## src/rtl/data_chk_axi_mm_burst_if.sv

```systemverilog
// AXI4 read-channel bundle (AR + R) used by the burst data checker.
`timescale 1ns/1ps
interface data_chk_axi_mm_burst_if #(
    parameter int unsigned ADDR_W = 32,
    parameter int unsigned DATA_W = 32
);
    logic [ADDR_W-1:0] araddr;
    logic [2:0]        arprot;
    logic [7:0]        arlen;
    logic [2:0]        arsize;
    logic [1:0]        arburst;
    logic              arvalid;
    logic              arready;
    logic [DATA_W-1:0] rdata;
    logic [1:0]        rresp;
    logic              rlast;
    logic              rvalid;
    logic              rready;

    modport master (
        output araddr, arprot, arlen, arsize, arburst, arvalid, rready,
        input  arready, rdata, rresp, rlast, rvalid
    );

    modport slave (
        input  araddr, arprot, arlen, arsize, arburst, arvalid, rready,
        output arready, rdata, rresp, rlast, rvalid
    );
endinterface

```

## src/rtl/data_chk_axi_mm_burst.sv

```systemverilog
// AXI4 burst read master that reads a buffer back and checks every beat
// against the deterministic byte pattern (8'h80 + beat index + byte lane).
`timescale 1ns/1ps
module data_chk_axi_mm_burst #(
    parameter int unsigned AXI_DATA_WIDTH = 32,
    parameter int unsigned AXI_ADDR_WIDTH = 32,
    parameter int unsigned MAX_BURST_LEN  = 16
) (
    input  logic                      ACLK,
    input  logic                      ARESETn,
    input  logic [AXI_ADDR_WIDTH-1:0] BASE_ADDR,
    input  logic [15:0]               BYTES,
    input  logic [15:0]               REPEAT,
    input  logic                      START,
    output logic                      BUSY,
    output logic                      DONE,
    output logic [15:0]               ERR_COUNT,
    output logic                      ERR_FLAG,
    output logic [AXI_ADDR_WIDTH-1:0] FIRST_ERR_ADDR,
    data_chk_axi_mm_burst_if.master   m_axi
);

    localparam int unsigned BEAT_BYTES = AXI_DATA_WIDTH / 8;
    localparam logic [7:0]  LAST_BEAT  = 8'(MAX_BURST_LEN - 1);
    localparam logic [AXI_ADDR_WIDTH-1:0] BURST_STEP =
        AXI_ADDR_WIDTH'(MAX_BURST_LEN * BEAT_BYTES);
    localparam logic [16:0] BEAT_INC   = 17'(BEAT_BYTES);

    typedef enum logic [1:0] {
        IDLE,
        AR_SEND,
        R_RECV,
        FINISH
    } state_t;

    state_t                    state;
    logic [AXI_ADDR_WIDTH-1:0] base_addr;
    logic [AXI_ADDR_WIDTH-1:0] cur_addr;
    logic [15:0]               bytes_total;
    logic [15:0]               repeat_total;
    logic [15:0]               pass_cnt;
    logic [16:0]               byte_cnt;
    logic [7:0]                k;
    logic [7:0]                beat_cnt;
    logic                      arvalid;
    logic                      rready;

    logic [AXI_DATA_WIDTH-1:0] exp_data;
    logic                      beat_last;
    logic                      beat_fire;
    logic                      beat_fail;
    logic                      pass_done;
    logic                      final_pass;
    logic [16:0]               bytes_next;
    logic [AXI_ADDR_WIDTH-1:0] beat_offset;

    assign m_axi.araddr  = cur_addr;
    assign m_axi.arprot  = 3'b000;
    assign m_axi.arlen   = LAST_BEAT;
    assign m_axi.arsize  = 3'($clog2(BEAT_BYTES));
    assign m_axi.arburst = 2'b01;
    assign m_axi.arvalid = arvalid;
    assign m_axi.rready  = rready;

    assign ERR_FLAG = (ERR_COUNT != '0);

    always_comb begin
        exp_data = '0;
        for (int unsigned i = 0; i < BEAT_BYTES; i++) begin
            exp_data[i*8 +: 8] = 8'h80 + k + 8'(i);
        end
    end

    // rready is only ever high in R_RECV, so this is the beat handshake.
    assign beat_fire   = rready && m_axi.rvalid;
    assign beat_last   = (beat_cnt == LAST_BEAT);
    assign beat_fail   = (m_axi.rdata != exp_data) ||
                         (m_axi.rresp != 2'b00) ||
                         (m_axi.rlast != beat_last);
    assign bytes_next  = byte_cnt + BEAT_INC;
    assign pass_done   = (bytes_next >= {1'b0, bytes_total});
    assign final_pass  = (pass_cnt == repeat_total - 16'd1);
    assign beat_offset = AXI_ADDR_WIDTH'(beat_cnt) * AXI_ADDR_WIDTH'(BEAT_BYTES);

    always_ff @(posedge ACLK or negedge ARESETn) begin
        if (!ARESETn) begin
            state          <= IDLE;
            base_addr      <= '0;
            cur_addr       <= '0;
            bytes_total    <= '0;
            repeat_total   <= '0;
            pass_cnt       <= '0;
            byte_cnt       <= '0;
            k              <= '0;
            beat_cnt       <= '0;
            arvalid        <= 1'b0;
            rready         <= 1'b0;
            BUSY           <= 1'b0;
            DONE           <= 1'b0;
            ERR_COUNT      <= '0;
            FIRST_ERR_ADDR <= '0;
        end else begin
            DONE <= 1'b0;
            case (state)
                IDLE: begin
                    if (START) begin
                        base_addr      <= BASE_ADDR;
                        cur_addr       <= BASE_ADDR;
                        bytes_total    <= BYTES;
                        repeat_total   <= (REPEAT == '0) ? 16'd1 : REPEAT;
                        pass_cnt       <= '0;
                        byte_cnt       <= '0;
                        k              <= '0;
                        ERR_COUNT      <= '0;
                        FIRST_ERR_ADDR <= '0;
                        arvalid        <= 1'b1;
                        BUSY           <= 1'b1;
                        state          <= AR_SEND;
                    end
                end

                AR_SEND: begin
                    if (m_axi.arready) begin
                        arvalid  <= 1'b0;
                        rready   <= 1'b1;
                        beat_cnt <= '0;
                        state    <= R_RECV;
                    end
                end

                R_RECV: begin
                    if (beat_fire) begin
                        // ERR_COUNT==0 marks the first failure since START;
                        // saturation never brings it back to zero.
                        if (beat_fail) begin
                            if (ERR_COUNT == '0) begin
                                FIRST_ERR_ADDR <= cur_addr + beat_offset;
                            end
                            if (ERR_COUNT != '1) begin
                                ERR_COUNT <= ERR_COUNT + 16'd1;
                            end
                        end
                        k        <= k + 8'd1;
                        byte_cnt <= bytes_next;
                        beat_cnt <= beat_cnt + 8'd1;
                        // Burst length is set by our own beat counter; rlast
                        // is only checked, never trusted.
                        if (beat_last) begin
                            rready   <= 1'b0;
                            cur_addr <= cur_addr + BURST_STEP;
                            if (pass_done && final_pass) begin
                                DONE  <= 1'b1;
                                state <= FINISH;
                            end else if (pass_done) begin
                                cur_addr <= base_addr;
                                k        <= '0;
                                byte_cnt <= '0;
                                pass_cnt <= pass_cnt + 16'd1;
                                arvalid  <= 1'b1;
                                state    <= AR_SEND;
                            end else begin
                                arvalid <= 1'b1;
                                state   <= AR_SEND;
                            end
                        end
                    end
                end

                FINISH: begin
                    BUSY  <= 1'b0;
                    state <= IDLE;
                end

                default: begin
                    state <= IDLE;
                end
            endcase
        end
    end

endmodule
```

## src/flat_wrapper.sv

```systemverilog
// flat-port wrapper written by rule: the top's interface ports become plain ports
module data_chk_axi_mm_burst_flat 
#(
    parameter int unsigned AXI_DATA_WIDTH = 32,
    parameter int unsigned AXI_ADDR_WIDTH = 32,
    parameter int unsigned MAX_BURST_LEN  = 16
)
  (ACLK, ARESETn, BASE_ADDR, BYTES, REPEAT, START, BUSY, DONE, ERR_COUNT, ERR_FLAG, FIRST_ERR_ADDR, m_axi_araddr, m_axi_arprot, m_axi_arlen, m_axi_arsize, m_axi_arburst, m_axi_arvalid, m_axi_rready, m_axi_arready, m_axi_rdata, m_axi_rresp, m_axi_rlast, m_axi_rvalid);
  data_chk_axi_mm_burst_if m_axi_i ();
  input  logic ACLK;
  input  logic ARESETn;
  input  logic [AXI_ADDR_WIDTH-1:0] BASE_ADDR;
  input  logic [15:0] BYTES;
  input  logic [15:0] REPEAT;
  input  logic START;
  output logic BUSY;
  output logic DONE;
  output logic [15:0] ERR_COUNT;
  output logic ERR_FLAG;
  output logic [AXI_ADDR_WIDTH-1:0] FIRST_ERR_ADDR;
  output wire logic [$bits(m_axi_i.araddr)-1:0] m_axi_araddr;
  output wire logic [$bits(m_axi_i.arprot)-1:0] m_axi_arprot;
  output wire logic [$bits(m_axi_i.arlen)-1:0] m_axi_arlen;
  output wire logic [$bits(m_axi_i.arsize)-1:0] m_axi_arsize;
  output wire logic [$bits(m_axi_i.arburst)-1:0] m_axi_arburst;
  output wire logic [$bits(m_axi_i.arvalid)-1:0] m_axi_arvalid;
  output wire logic [$bits(m_axi_i.rready)-1:0] m_axi_rready;
  input wire logic [$bits(m_axi_i.arready)-1:0] m_axi_arready;
  input wire logic [$bits(m_axi_i.rdata)-1:0] m_axi_rdata;
  input wire logic [$bits(m_axi_i.rresp)-1:0] m_axi_rresp;
  input wire logic [$bits(m_axi_i.rlast)-1:0] m_axi_rlast;
  input wire logic [$bits(m_axi_i.rvalid)-1:0] m_axi_rvalid;
  assign m_axi_araddr = m_axi_i.araddr;
  assign m_axi_arprot = m_axi_i.arprot;
  assign m_axi_arlen = m_axi_i.arlen;
  assign m_axi_arsize = m_axi_i.arsize;
  assign m_axi_arburst = m_axi_i.arburst;
  assign m_axi_arvalid = m_axi_i.arvalid;
  assign m_axi_rready = m_axi_i.rready;
  assign m_axi_i.arready = m_axi_arready;
  assign m_axi_i.rdata = m_axi_rdata;
  assign m_axi_i.rresp = m_axi_rresp;
  assign m_axi_i.rlast = m_axi_rlast;
  assign m_axi_i.rvalid = m_axi_rvalid;
  data_chk_axi_mm_burst #(.AXI_DATA_WIDTH(AXI_DATA_WIDTH), .AXI_ADDR_WIDTH(AXI_ADDR_WIDTH), .MAX_BURST_LEN(MAX_BURST_LEN)) u_core (.ACLK(ACLK), .ARESETn(ARESETn), .BASE_ADDR(BASE_ADDR), .BYTES(BYTES), .REPEAT(REPEAT), .START(START), .BUSY(BUSY), .DONE(DONE), .ERR_COUNT(ERR_COUNT), .ERR_FLAG(ERR_FLAG), .FIRST_ERR_ADDR(FIRST_ERR_ADDR), .m_axi(m_axi_i));
endmodule
```

## config.mk

```make
export PLATFORM = sky130hd
export DESIGN_NAME = data_chk_axi_mm_burst_flat
export DESIGN_NICKNAME = d
export VERILOG_FILES = /design/src/rtl/data_chk_axi_mm_burst_if.sv /design/src/rtl/data_chk_axi_mm_burst.sv /design/src/flat_wrapper.sv
export SDC_FILE = /design/constraint.sdc
export NUM_CORES = 1
export LEC_CHECK = 0
export BUFFER_PORTS_ARGS = -buffer_cell sky130_fd_sc_hd__buf_2
export CAP_MARGIN = 25
export CORE_UTILIZATION = 40
export DETAILED_ROUTE_END_ITERATION = 16
export PLACE_DENSITY = 0.59
export RECOVER_POWER = 100
export SYNTH_ARGS = -nofsm -noshare
export SYNTH_HDL_FRONTEND = slang
export SYNTH_SLANG_ARGS = --single-unit
```

## constraint.sdc

```tcl
create_clock -name ACLK -period 4.24 [get_ports ACLK]
set_input_delay 0.636 -clock ACLK [delete_from_list [all_inputs] [get_ports ACLK]]
set_output_delay 0.636 -clock ACLK [all_outputs]
set_load 0.01 [all_outputs]
```

==> results.json <==
{
  "critical_path_class": "flop to flop",
  "grtUsageTotal": 0.222,
  "grt_pass1_vias": 10100,
  "ys_top_cells_by_area": "dfrtp_1 (41%), nand2_1 (8.1%), xnor2_1 (4.0%), ha_1 (3.5%), a21oi_1 (2.7%)",
  "finalSetupViolCount": 0,
  "overflow": 0,
  "p_sw_frac": 0.417,
  "diodes": 0,
  "cts_buffers": 17,
  "cp-start-kind": "flop",
  "boundaryPins": 205,
  "dp_hpwl_microns": 24300,
  "max-slew-margin-rel": -0.789,
  "cp.arrival_ps": 4230,
  "tns_ps": 0,
  "path_clk_slew_ps": 70,
  "port_buffers": 188,
  "synth_area_sq_um": 12000,
  "clk_latency_ps": 450,
  "maxCapViolations": 6,
  "fin_skew_ps": 10.7,
  "p_total_uw": 7900,
  "cts.htree.levels": 4,
  "synth_cells": 1364,
  "cts_max_path_buffers": 2,
  "netlist_top_cells_count": "nand2_1 (258), dfrtp_1 (197), a21oi_1 (65), o21ai_0 (65), nor2_1 (61)",
  "power_density_nw_per_um2": 579,
  "period_minus_slack_ps": 3860,
  "rsz0062_at_grt": "no",
  "gp_congestion": 0.851,
  "ys_seq_elements": 197,
  "firstDrtPassIters": 5,
  "layout-drive-gt1-share": 0.121,
  "grt_pass1_wl_microns": 54300,
  "final_nets": 1650,
  "vias": 10600,
  "grt_antenna_before_repair": 0,
  "synth_cell_types": 76,
  "yosysWarnings": 0,
  "synthArstFlopShare": 1.00,
  "cts_setup_buffers": 0,
  "synth_top_area_frac": 0.412,
  "dieWidth_microns": 175,
  "cts_tree": "built",
  "drc": 0,
  "avgViaCountPerCell": 5.54,
  "slew_viol_final": 313,
  "seq_power_share": 0.405,
  "grt_max_degree": 86,
  "fmax_mhz": 259,
  "internal_power_uw": 4610,
  "yosysMostFrequentCell": "nand2_1",
  "crit_path_max_fanout": 21,
  "yosys.area.top_type": "dfrtp_1",
  "avgSynthCellArea_sq_um": 8.77,
  "n_fill_cell": 2906,
  "hold_viol": 0,
  "p_leak_uw": 0.00608,
  "core_area_sq_um": 29100,
  "area_delta_synth_final_pct": 13.9,
  "ir_drop_uv": 311,
  "ys_seq_area_frac": 0.412,
  "hold_class": "primary input to flop",
  "std_cell_rows": 62,
  "synth-edff-count": 0,
  "period_share": 0.911,
  "synth_flop_cell": "dfrtp_1",
  "combPwrFrac": 0.378,
  "violations": "max-capacitance violations, max-slew violations",
  "totalWireLength_microns": 33500,
  "initial_core_util": 0.411,
  "p_clk_frac": 0.217,
  "die_height_microns": 175,
  "drt-initial-drc-count": 629,
  "antenna_left": 0,
  "p_sw_uw": 3290,
  "detail_route.wl_per_cell_microns": 17.5,
  "root_buffer": "clkbuf_16",
  "clock_sinks": 197,
  "status": "finished, violations left",
  "cp-end-kind": "flop",
  "required_ps": 4610,
  "tightest_slew_ps": 2680,
  "dieArea_sq_um": 30600
}
[worst max-delay path, cell delays in order (launching register included)]
cell and delay (ps):
dfrtp_1 520, ha_1 480, nand4_1 220, xnor2_1 180, nor4_1 410, nand4_1 150
nor4_1 430, or2_0 230, a21o_1 370, clkbuf_2 530, mux2i_1 250
[sequential cells by signal, summed over array words and instances, names as in the netlist]
signal / count
u_core.BUSY: 1
u_core.DONE: 1
u_core.ERR_COUNT: 16
u_core.FIRST_ERR_ADDR: 32
u_core.base_addr: 32
u_core.beat_cnt: 8
u_core.byte_cnt: 15
u_core.bytes_total: 16
u_core.k: 8
u_core.m_axi.araddr: 32
u_core.m_axi.arvalid: 1
u_core.m_axi.rready: 1
u_core.pass_cnt: 16
u_core.repeat_total: 16
u_core.state: 2
[final timing paths]
path	from	to	slack (ps)	cells after the start
max in group asynchronous	ARESETn	u_core.base_addr[7]$_DFFE_PN0P_	860	2
min reg2reg	u_core.base_addr[24]$_DFFE_PN0P_	u_core.base_addr[24]$_DFFE_PN0P_	470	2
max	u_core.k[1]$_DFFE_PN0P_	u_core.FIRST_ERR_ADDR[1]$_DFFE_PN0P_	380	10
max reg2reg	u_core.k[1]$_DFFE_PN0P_	u_core.FIRST_ERR_ADDR[1]$_DFFE_PN0P_	380	10
min	BYTES[0]	u_core.bytes_total[0]$_DFFE_PN0P_	390	3
min in group asynchronous	ARESETn	u_core.bytes_total[15]$_DFFE_PN0P_	820	1
[area by class of cell]
| type | instances | area, sq um | area share |
|---|---|---|---|
| inverters | 46 | 173 | 0.0127 |
| clock inverters | 11 | 149 | 0.0109 |
| multi-input cells | 1037 | 6440 | 0.472 |
| flip-flops and latches | 197 | 4930 | 0.362 |
| clock buffers | 21 | 460 | 0.0338 |
| well taps | 384 | 480 | 0.0352 |
| repair buffers | 213 | 1010 | 0.0739 |
[repair_timing]
action | in CTS | in global routing
endpoints found under the setup margin | 0 | 17
hold buffers | 0 | 0
resized for setup | 0 | 2
[kinds of logic after synthesis]
group                      count (synthesis)  synth area share
AOI/OAI and AO/OA                        303             0.172
xor gates and xnor gates                  91            0.0666
adders and majority gates                 34            0.0362
buffers and inverters                    144            0.0544
DFF                                      197             0.412
muxes                                     23            0.0204
other                                      2          0.000628
and+or+nand+nor                          570             0.238
[per-stage QoR]
step | area [sq um] | setup slack [ps] | utilization | instances | hold WS (ps)
detailed placement | 13200 | 273 | 0.455 | 1877 | 454
global placement | 13200 | 371 | 0.454 | 1875 | 450
CTS | 13800 | 243 | 0.475 | 1909 | 273
finish | 13600 | 376 | 0.469 | 1909 | 386
floorplan | 12000 | 712 | - | 1378 | 340
global route | 13600 | 39.0 | 0.469 | 1909 | 381
[per-layer routing]
layer,track usage,share of wire
met5,0,0
met4,0.0612,0.017
met3,0.0298,0.044
met2,0.366,0.48
met1,0.306,0.46
[power groups by stage]
stage | clock (uW) | combinational (uW) | sequential (uW)
floorplan | 0 | 2090 | 3060
global placement | 0 | 3040 | 3200
detailed placement | 0 | 3110 | 3210
CTS | 1760 | 3120 | 3180
global route | 1830 | 3350 | 3290
finish | 1720 | 2990 | 3200
[layout by cell type, fill, tap and decap left out, types with 12 or more instances in the layout]
cell type / instances
or3_1: 16
buf_4: 13
clkbuf_16: 17
nor3_1: 21
o2bb2ai_1: 20
nor4_1: 21
a22o_1: 18
xor2_1: 37
nand3_1: 44
o21ai_0: 65
a21o_1: 15
clkbuf_1: 95
inv_1: 46
buf_2: 102
nor2_1: 60
ha_1: 33
nand2_1: 257
a21oi_1: 65
dfrtp_1: 197
and2_1: 20
nand4_1: 29
xnor2_1: 54
a31oi_1: 15
conb_1: 16
or4_1: 12
mux2i_1: 12
and3_1: 20
No activity file was read; power rests on OpenSTA's default activity.
